`config.mk`:
```
export PLATFORM = sky130hd
export DESIGN_NAME = slave_port_flat
export DESIGN_NICKNAME = d
export VERILOG_FILES = /design/src/rtl/slave_port_if.sv /design/src/rtl/slave_port.sv /design/src/flat_wrapper.sv
export SDC_FILE = /design/constraint.sdc
export NUM_CORES = 1
export LEC_CHECK = 0
export CAP_MARGIN = 10
export CORE_UTILIZATION = 45
export CTS_CLUSTER_SIZE = 12
export DETAILED_ROUTE_END_ITERATION = 7
export PLACE_DENSITY = 0.63
export SYNTH_ARGS = -nofsm -noshare
export SYNTH_HDL_FRONTEND = slang
export SYNTH_SLANG_ARGS = --single-unit
```
`constraint.sdc`:
```
create_clock -name clk -period 6.25 [get_ports clk]
set_input_delay 1.25 -clock clk [delete_from_list [all_inputs] [get_ports clk]]
set_output_delay 1.25 -clock clk [all_outputs]
set_load 0.01 [all_outputs]
```
`src/rtl/slave_port_if.sv`:
```
// Serial system-bus lines between one master port and one slave port.
// All lines are single-bit; the master drives the header and write data, the slave returns read data.
interface slave_port_if;
    logic select;
    logic write_en;
    logic read_en;
    logic master_valid;
    logic master_ready;
    logic rx_address;
    logic rx_burst_num;
    logic rx_data;
    logic tx_data;
    logic slave_valid;
    logic slave_ready;
    logic done;

    modport master (
        output select, write_en, read_en, master_valid, master_ready,
               rx_address, rx_burst_num, rx_data,
        input  tx_data, slave_valid, slave_ready, done
    );

    modport slave (
        input  select, write_en, read_en, master_valid, master_ready,
               rx_address, rx_burst_num, rx_data,
        output tx_data, slave_valid, slave_ready, done
    );
endinterface

```
`src/rtl/slave_port.sv`:
```
// Serial bus responder: deserialises address/burst header and write data, performs
// burst transfers on a synchronous memory port and serialises read words back, LSB first.
module slave_port #(
    parameter int ADDR_LEN  = 12,
    parameter int DATA_LEN  = 8,
    parameter int BURST_LEN = 12
) (
    input  logic                clk,
    input  logic                reset,
    slave_port_if.slave         bus,
    output logic [ADDR_LEN-1:0] mem_addr,
    output logic [DATA_LEN-1:0] mem_wdata,
    output logic                mem_we,
    output logic                mem_re,
    input  logic [DATA_LEN-1:0] mem_rdata
);
    localparam int HDR   = (ADDR_LEN > BURST_LEN) ? ADDR_LEN : BURST_LEN;
    localparam int MAXC  = (HDR > DATA_LEN) ? HDR : DATA_LEN;
    localparam int CNT_W = $clog2(MAXC + 1);
    localparam logic [CNT_W-1:0] HDR_LAST  = CNT_W'(HDR - 1);
    localparam logic [CNT_W-1:0] DATA_LAST = CNT_W'(DATA_LEN - 1);

    typedef enum logic [2:0] {
        IDLE, HEADER, WR_RX, WR_MEM, RD_MEM, RD_LOAD, RD_TX, DONE
    } state_t;

    state_t                 state_reg;
    logic                   op_write_reg;
    logic [CNT_W-1:0]       cnt_reg;
    logic [ADDR_LEN-1:0]    addr_reg;
    logic [BURST_LEN-1:0]   burst_reg;
    logic [BURST_LEN-1:0]   beat_reg;
    logic [DATA_LEN-1:0]    word_reg;
    logic [DATA_LEN-1:0]    shift_reg;

    logic [ADDR_LEN-1:0]    addr_hit;
    logic [BURST_LEN-1:0]   burst_hit;
    logic [DATA_LEN-1:0]    word_hit;
    logic                   start;
    logic                   last_beat;

    // One-hot bit-position selects driven by the shared bit counter
    genvar gi;
    generate
        for (gi = 0; gi < ADDR_LEN; gi++) begin : g_addr_hit
            assign addr_hit[gi] = (cnt_reg == CNT_W'(gi));
        end
        for (gi = 0; gi < BURST_LEN; gi++) begin : g_burst_hit
            assign burst_hit[gi] = (cnt_reg == CNT_W'(gi));
        end
        for (gi = 0; gi < DATA_LEN; gi++) begin : g_word_hit
            assign word_hit[gi] = (cnt_reg == CNT_W'(gi));
        end
    endgenerate

    assign start = bus.select & bus.master_valid & (bus.write_en ^ bus.read_en);
    // A burst value of zero still moves one word
    assign last_beat = (burst_reg == '0) || (beat_reg == burst_reg - BURST_LEN'(1));

    always_ff @(posedge clk or posedge reset) begin
        if (reset) begin
            state_reg    <= IDLE;
            op_write_reg <= 1'b0;
            cnt_reg      <= '0;
            addr_reg     <= '0;
            burst_reg    <= '0;
            beat_reg     <= '0;
            word_reg     <= '0;
            shift_reg    <= '0;
        end else if (state_reg != IDLE && !bus.select) begin
            state_reg <= IDLE;
            cnt_reg   <= '0;
        end else begin
            case (state_reg)
                IDLE: if (start) begin
                    op_write_reg <= bus.write_en;
                    cnt_reg      <= '0;
                    beat_reg     <= '0;
                    state_reg    <= HEADER;
                end
                HEADER: begin
                    addr_reg  <= (addr_reg & ~addr_hit) | (addr_hit & {ADDR_LEN{bus.rx_address}});
                    burst_reg <= (burst_reg & ~burst_hit) | (burst_hit & {BURST_LEN{bus.rx_burst_num}});
                    if (cnt_reg == HDR_LAST) begin
                        cnt_reg   <= '0;
                        state_reg <= op_write_reg ? WR_RX : RD_MEM;
                    end else begin
                        cnt_reg <= cnt_reg + 1'b1;
                    end
                end
                WR_RX: if (bus.master_valid) begin
                    word_reg <= (word_reg & ~word_hit) | (word_hit & {DATA_LEN{bus.rx_data}});
                    if (cnt_reg == DATA_LAST) begin
                        cnt_reg   <= '0;
                        state_reg <= WR_MEM;
                    end else begin
                        cnt_reg <= cnt_reg + 1'b1;
                    end
                end
                WR_MEM: begin
                    addr_reg  <= addr_reg + 1'b1;
                    beat_reg  <= beat_reg + 1'b1;
                    state_reg <= last_beat ? DONE : WR_RX;
                end
                RD_MEM:  state_reg <= RD_LOAD;
                RD_LOAD: begin
                    shift_reg <= mem_rdata;
                    state_reg <= RD_TX;
                end
                RD_TX: if (bus.master_ready) begin
                    shift_reg <= shift_reg >> 1;
                    if (cnt_reg == DATA_LAST) begin
                        cnt_reg   <= '0;
                        addr_reg  <= addr_reg + 1'b1;
                        beat_reg  <= beat_reg + 1'b1;
                        state_reg <= last_beat ? DONE : RD_MEM;
                    end else begin
                        cnt_reg <= cnt_reg + 1'b1;
                    end
                end
                DONE:    state_reg <= IDLE;
                default: state_reg <= IDLE;
            endcase
        end
    end

    // Strobes are gated by select so an aborting cycle never touches memory
    assign bus.slave_ready = (state_reg == IDLE) || (state_reg == WR_RX);
    assign bus.slave_valid = (state_reg == RD_TX);
    assign bus.tx_data     = (state_reg == RD_TX) & shift_reg[0];
    assign bus.done        = (state_reg == DONE);
    assign mem_we          = (state_reg == WR_MEM) & bus.select;
    assign mem_re          = (state_reg == RD_MEM) & bus.select;
    assign mem_addr        = addr_reg;
    assign mem_wdata       = word_reg;
endmodule

```
`src/flat_wrapper.sv`:
```
// flat-port wrapper written by rule: the top's interface ports become plain ports
module slave_port_flat 
#(
    parameter int ADDR_LEN  = 12,
    parameter int DATA_LEN  = 8,
    parameter int BURST_LEN = 12
)
  (clk, reset, mem_addr, mem_wdata, mem_we, mem_re, mem_rdata, bus_select, bus_write_en, bus_read_en, bus_master_valid, bus_master_ready, bus_rx_address, bus_rx_burst_num, bus_rx_data, bus_tx_data, bus_slave_valid, bus_slave_ready, bus_done);
  slave_port_if bus_i ();
  input  logic clk;
  input  logic reset;
  output logic [ADDR_LEN-1:0] mem_addr;
  output logic [DATA_LEN-1:0] mem_wdata;
  output logic mem_we;
  output logic mem_re;
  input  logic [DATA_LEN-1:0] mem_rdata;
  input wire logic [$bits(bus_i.select)-1:0] bus_select;
  input wire logic [$bits(bus_i.write_en)-1:0] bus_write_en;
  input wire logic [$bits(bus_i.read_en)-1:0] bus_read_en;
  input wire logic [$bits(bus_i.master_valid)-1:0] bus_master_valid;
  input wire logic [$bits(bus_i.master_ready)-1:0] bus_master_ready;
  input wire logic [$bits(bus_i.rx_address)-1:0] bus_rx_address;
  input wire logic [$bits(bus_i.rx_burst_num)-1:0] bus_rx_burst_num;
  input wire logic [$bits(bus_i.rx_data)-1:0] bus_rx_data;
  output wire logic [$bits(bus_i.tx_data)-1:0] bus_tx_data;
  output wire logic [$bits(bus_i.slave_valid)-1:0] bus_slave_valid;
  output wire logic [$bits(bus_i.slave_ready)-1:0] bus_slave_ready;
  output wire logic [$bits(bus_i.done)-1:0] bus_done;
  assign bus_i.select = bus_select;
  assign bus_i.write_en = bus_write_en;
  assign bus_i.read_en = bus_read_en;
  assign bus_i.master_valid = bus_master_valid;
  assign bus_i.master_ready = bus_master_ready;
  assign bus_i.rx_address = bus_rx_address;
  assign bus_i.rx_burst_num = bus_rx_burst_num;
  assign bus_i.rx_data = bus_rx_data;
  assign bus_tx_data = bus_i.tx_data;
  assign bus_slave_valid = bus_i.slave_valid;
  assign bus_slave_ready = bus_i.slave_ready;
  assign bus_done = bus_i.done;
  slave_port #(.ADDR_LEN(ADDR_LEN), .DATA_LEN(DATA_LEN), .BURST_LEN(BURST_LEN)) u_core (.clk(clk), .reset(reset), .bus(bus_i), .mem_addr(mem_addr), .mem_wdata(mem_wdata), .mem_we(mem_we), .mem_re(mem_re), .mem_rdata(mem_rdata));
endmodule
```
==> impl_results.md, run 1 <==
* Period utilization at 67.09%
* Nets@finish at 506
* Vias in the first global route at 3,254
* Largest family of logic cells by synthesized area: simple AND/OR/NAND/NOR gates
* Global-route wire length before repair at 16,170 um
* TritonCTS buffer count at 9
* Status: complete, no violations
* Setup Skew at 0.01139 ns
* RSZ-0062 raised after global routing: false
* Total track usage at 23.25%
* H-tree depth at 3
* Critical Path End Type: output pin
* Number of flops mapped to enable cells by yosys at 0
* Core ar. at 8258 um^2
* Cell area after synthesis at 3869 um^2
* Relative slew slack at 42.22%
* YS warnings at 0
* Vias per Instance at 5.756
* Mean Syn Cell Area at 8.655 um^2
* Residual DRC at 0
* Final core occ at 55.47%
* Die Height at 94.72 um
* Compound-Gate Fraction of Synth Area at 17.59%
* Vias at 3,402
* Crit-path cells: clkdlybuf4s50_1 > buf_4 > nor2b_1 > nor3b_1 > clkdlybuf4s50_1
* Final wirelength at 9525 um
* Setup_tns at 0 ns
* Dpl ws at 2.042 ns
* Average wire per standard cell at 16.12 um
* Post-synthesis mux area share at 6.921%
* Antenna violations before repair at 0
* Worst stage delay on the critical path at 0.56 ns
* Final setup vio count at 0
* CTS tree: built
* CP Data Arrival Time at 2.94 ns
* Share of cells above drive strength 1 at 7.613%
* Simple-Gate Fraction of Synth Area at 25.78%
* Tightest Pin Transition at 0.8635 ns
* Initial Utilization at 46.85%
* Die width at 94.72 um
* Tmin final at 4.193 ns
* Final WS setup at 2.057 ns
* Dpl hpwl at 6751 um
* Resize count post-CTS at 0
* Leading cell types in the layout, fill and taps excluded: 60 x dfrtp_1, 52 x nand2_1, 49 x nor2_1
* Fmax at 238.5 MHz
* Port Buffers at 43
* Setup Fix Bufs, Post-CTS at 0
* Adder-Cell Fraction of Synth Area at 2.264%
* Area growth syn-to-layout at 18.40%
* Final hold slack at 0.4963 ns
* Drt first pass iters at 4
* Max rail drop VDD at 0.1769 mV
* Post-route ant nets at 0
* CTS Buffer Depth at 2
* Top FF cell, synth: dfrtp_1
* Die Area at 8972 um^2
* Worst-Skew Late Latency at 0.34 ns
* Total chip power at 1716 uW
* GRT overflow at 0
* Worst Setup SP: bus_select
* Crit start category: input pin
* WP data required at 5.00 ns
* # clock sinks at 60
* Critical path type: in2out
* Hold buffer count at cts at 0
* Placer congestion estimate at 0.8188
* Largest net degree at the start of global routing at 61
* Core Rows at 33
* I/O Pins at 44
* Synth Instances at 447
* Worst r2r src: u_core.state_reg[1]
* Pwr dens at 374.6 nW/um^2
* Async SR Flop Fraction at 100.0%
* Diode count at 0
* DR iter-0 viols at 185
* Cell mode on critical path: clkdlybuf4s50_1
* P_leak at 0.001886 uW
* Syn nets at 472
* Most common cell after layout, fill and taps aside: dfrtp_1
* Final hold vios at 0
* Post-synthesis sequential area ratio at 38.81%
* Post-Synth XOR/XNOR Area at 5.336%
* CTS Root Cell: clkbuf_8
* Post-synth cell types at 66
* Clock transition at path regs at 0.07 ns
* Crit path max fanout at 27
* Slowest-stage cell, CP: clkdlybuf4s50_1
* Synthesized flop and latch total at 60
* Maxcap violations at 0
* Fin. max-slew vios at 0
* Worst hold path type: reg2reg
routing by layer:
| layer | vias to the layer above | share of wire, % | track usage, % |
|---|---|---|---|
| met5 | - | 0 | 0 |
| met4 | 0 | 0.91 | 5.682 |
| met3 | 9 | 4.3 | 5.797 |
| met2 | 74 | 48 | 37.23 |
| met1 | 1641 | 46 | 31.46 |
| li1 | 1678 | - | - |
worst max-delay path, delay by kind of cell:
family / cells / cell delay, ns
buf+inv: 3 / 1.26
simple gates: 2 / 0.42
Yosys cell counts, types with 9 or more instances:
master	instances	area (um^2)
o21ai_1	16	80.08
a21oi_1	32	160.2
xnor2_1	15	131.4
mux2_1	21	236.5
o21ai_0	17	85.08
clkbuf_1	20	75.07
nor2_1	49	183.9
a31oi_1	9	56.30
nand2_1	52	195.2
dfrtp_1	60	1501
nand3_1	26	130.1
per-stage QoR:
step / cell area, um^2 / instances
final: 4581 / 591
after CTS: 4581 / 591
after detailed placement: 4363 / 575
after global routing: 4581 / 591
after floorplan: 3869 / 447
after global placement: 4363 / 575
power breakdown:
part           internal [uW]  leakage, uW  total [uW]  switching (uW)
sequential               485     0.000784         621             136
combinational            326     0.000995         704             378
clock                    235     0.000107         391             156
total                   1050      0.00189        1720             670
cells by family (layout without fill, tap and decap cells):
family                     Yosys count  after routing
AOI/OAI and AO/OA                  110            110
and+or+nand+nor                    191            191
adders and majority gates            7              7
xor gates and xnor gates            22             22
DFF                                 60             60
muxes                               24             24
buffers and inverters               33             72
path summary, 6_finish.rpt:
check,end,slack [ns],cells past startpoint
max reg2reg,flip-flop,3.27,6
max,mem_re,2.06,5
max in group asynchronous,u_core.state_reg[2],4.31,3
min,flip-flop,0.50,1
min reg2reg,flip-flop,0.50,1
min in group asynchronous,u_core.cnt_reg[0],1.45,3
cell type report:
cell class                 count  area (um^2)
clock buffer                  12        145.1
clock inverter                 4        72.57
fill                         760         3677
inverter                      10        37.54
multi-input combinational    354         2240
sequential                    60         1501
tap                          105        131.4
timing repair buffer          46        452.9
Power figures use the tool's default switching activity.
==> inputs of run 2 (changes only) <==
==> constraint.sdc (replaced) <==
create_clock -name clk -period 4.28 [get_ports clk]
set_input_delay 0.856 -clock clk [delete_from_list [all_inputs] [get_ports clk]]
set_output_delay 0.856 -clock clk [all_outputs]
set_load 0.01 [all_outputs]
==> impl_results.md, run 2 (same netlist as run 1, synthesis figures left out) <==
* Largest net degree at the start of global routing at 41 (-33%)
* Antenna violations before repair at 0 (unchanged)
* Drt first pass iters at 4 (unchanged)
* Status: complete, no violations
* TritonCTS buffer count at 9 (unchanged)
* Dpl hpwl at 6848 um (+1.4%)
* Die width at 94.72 um (unchanged)
* Worst stage delay on the critical path at 0.69 ns (+0.13 ns)
* CP Depth at 4 (-1)
* Crit path capture: bus_tx_data
* Fmax at 304.8 MHz
* GRT overflow at 0 (unchanged)
* Placer congestion estimate at 0.9371 (+14%)
* Relative slew slack at 41.96% (-0.27 points)
* CTS Root Cell: clkbuf_8
* Most common cell after layout, fill and taps aside: dfrtp_1
* Worst hold path type: reg2reg
* Core Rows at 33 (unchanged)
* Tmin final at 3.281 ns
* Setup Skew at 0.009128 ns (-0.002258 ns)
* Slowest-stage cell, CP: dfrtp_1
* Crit start category: flip-flop
* Port Buffers at 43 (unchanged)
* Worst Setup SP: u_core.state_reg[2]
* Final wirelength at 9463 um (-0.65%)
* Total track usage at 23.69% (+0.44 points)
* Vias per Instance at 5.790 (+0.59%)
* CTS tree: built
* Resize count post-CTS at 0 (unchanged)
* Maxcap violations at 0 (unchanged)
* Final std cells w/o fill at 591 (unchanged)
* CP delay by family, top: buffers and inverters
* Area growth syn-to-layout at 16.85%
* Residual DRC at 0 (unchanged)
* Critical path buffers and inverters at 2 (-1)
* Setup_tns at 0 ns (unchanged)
* Critical Path End Type: output pin
* Vias at 3,422 (+0.59%)
* Vias in the first global route at 3,172 (-2.5%)
* CP Data Arrival Time at 2.42 ns (-0.52 ns)
* Final core occ at 54.74% (-0.73 points)
* # clock sinks at 60 (unchanged)
* Pwr dens at 521.7 nW/um^2 (+39%)
* Post-route ant nets at 0 (unchanged)
* Final hold vios at 0 (unchanged)
* I/O Pins at 44 (unchanged)
* Nets@finish at 507 (+0.20%)
* Max rail drop VDD at 0.2969 mV (+68%)
* P_leak at 0.001864 uW (-1.1%)
* Share of cells above drive strength 1 at 7.407% (-0.21 points)
* Tightest Pin Transition at 0.8694 ns (+0.005952 ns)
* Die Height at 94.72 um (unchanged)
* Die Area at 8972 um^2 (unchanged)
* Global-route wire length before repair at 16,170 um (unchanged)
* Critical path type: reg2out
* Initial Utilization at 46.85% (unchanged)
* RSZ-0062 raised after global routing: false
* Leading cell types in the layout, fill and taps excluded: 60 x dfrtp_1, 52 x nand2_1, 49 x nor2_1
* Reg-to-reg slack, setup at 1.54 ns (-1.73 ns)
* Diode count at 0 (unchanged)
* Period utilization at 76.65%
* Crit path max fanout at 18 (-33%)
* WP data required at 3.42 ns (-1.58 ns)
* Clock transition at path regs at 0.06 ns (about the same)
* CTS Buffer Depth at 2 (unchanged)
* Worst-Skew Late Latency at 0.34 ns (about the same)
* H-tree depth at 3 (unchanged)
* Reg2reg path depth at 6 (unchanged)
* Placed Cells at 576 (+0.17%)
* DR iter-0 viols at 238 (+29%)
* Core ar. at 8258 um^2 (unchanged)
* Fin. max-slew vios at 0 (unchanged)
* Crit-path cells: nand3b_1 > inv_2 > and2_1 > clkdlybuf4s50_1
* Setup Fix Bufs, Post-CTS at 0 (unchanged)
* Average wire per standard cell at 16.01 um (-0.65%)
* Final setup vio count at 0 (unchanged)
* Worst r2r src: u_core.state_reg[2]
* Hold buffer count at cts at 0 (unchanged)
## run 2: changes by cell type in the layout (fill, tap and decap cells not counted)
cell,change
buf_4,+1
bufinv_16,-2
clkbuf_1,+1
clkbuf_8,-1
clkinv_2,+2
clkinvlp_4,-1
## run 2: worst register-to-register path, stage by stage (launching register included)
cell      delay (ns)
dfrtp_1         0.69
nand3b_1        0.47
o21ai_1         0.28
and2_1          0.46
nand3_1         0.36
o22ai_1         0.29
a21oi_1         0.06
## run 2: layout make-up
class                      count  area, um^2
timing repair buffer          47       460.4
multi-input combinational    354        2240
sequential                    60        1501
fill                         799        3737
inverter                      10       37.54
clock buffer                  12       135.1
tap                          105       131.4
clock inverter                 3       15.01
## run 2: worst min-delay path by stage
stage               cells after the start                   to  slack (ns)
global route                            1            flip-flop        0.50
detailed placement                      1            flip-flop        0.48
CTS                                     1            flip-flop        0.50
finish                                  1            flip-flop        0.50
global placement                        1            flip-flop        0.48
floorplan                               2  u_core.shift_reg[7]        0.46
## run 2: stage by stage
stage               hold slack, ns  total power [uW]  cell area [um^2]  worst slack [ns]
CTS                         0.4960              2375              4521            0.9728
global placement            0.4791              1928              4370             1.115
floorplan                   0.4645              1602              3869             1.539
detailed placement          0.4806              1944              4370             1.097
global route                0.4980              2557              4521            0.7896
finish                      0.4952              2358              4521            0.9995
## run 2: per-layer routing
layer | vias up | share of wire [%] | GRT usage, %
met3 | 12 | 4.5 | 6.280
li1 | 1678 | - | -
met2 | 74 | 47 | 36.99
met1 | 1658 | 47 | 32.33
met5 | - | 0 | 0
met4 | 0 | 1.3 | 6.566
## run 2: where the power goes
part,switching (uW),internal [uW],leakage [uW]
combinational,569,479,0.00100
clock,215,204,0.0000800
sequential,183,709,0.000784
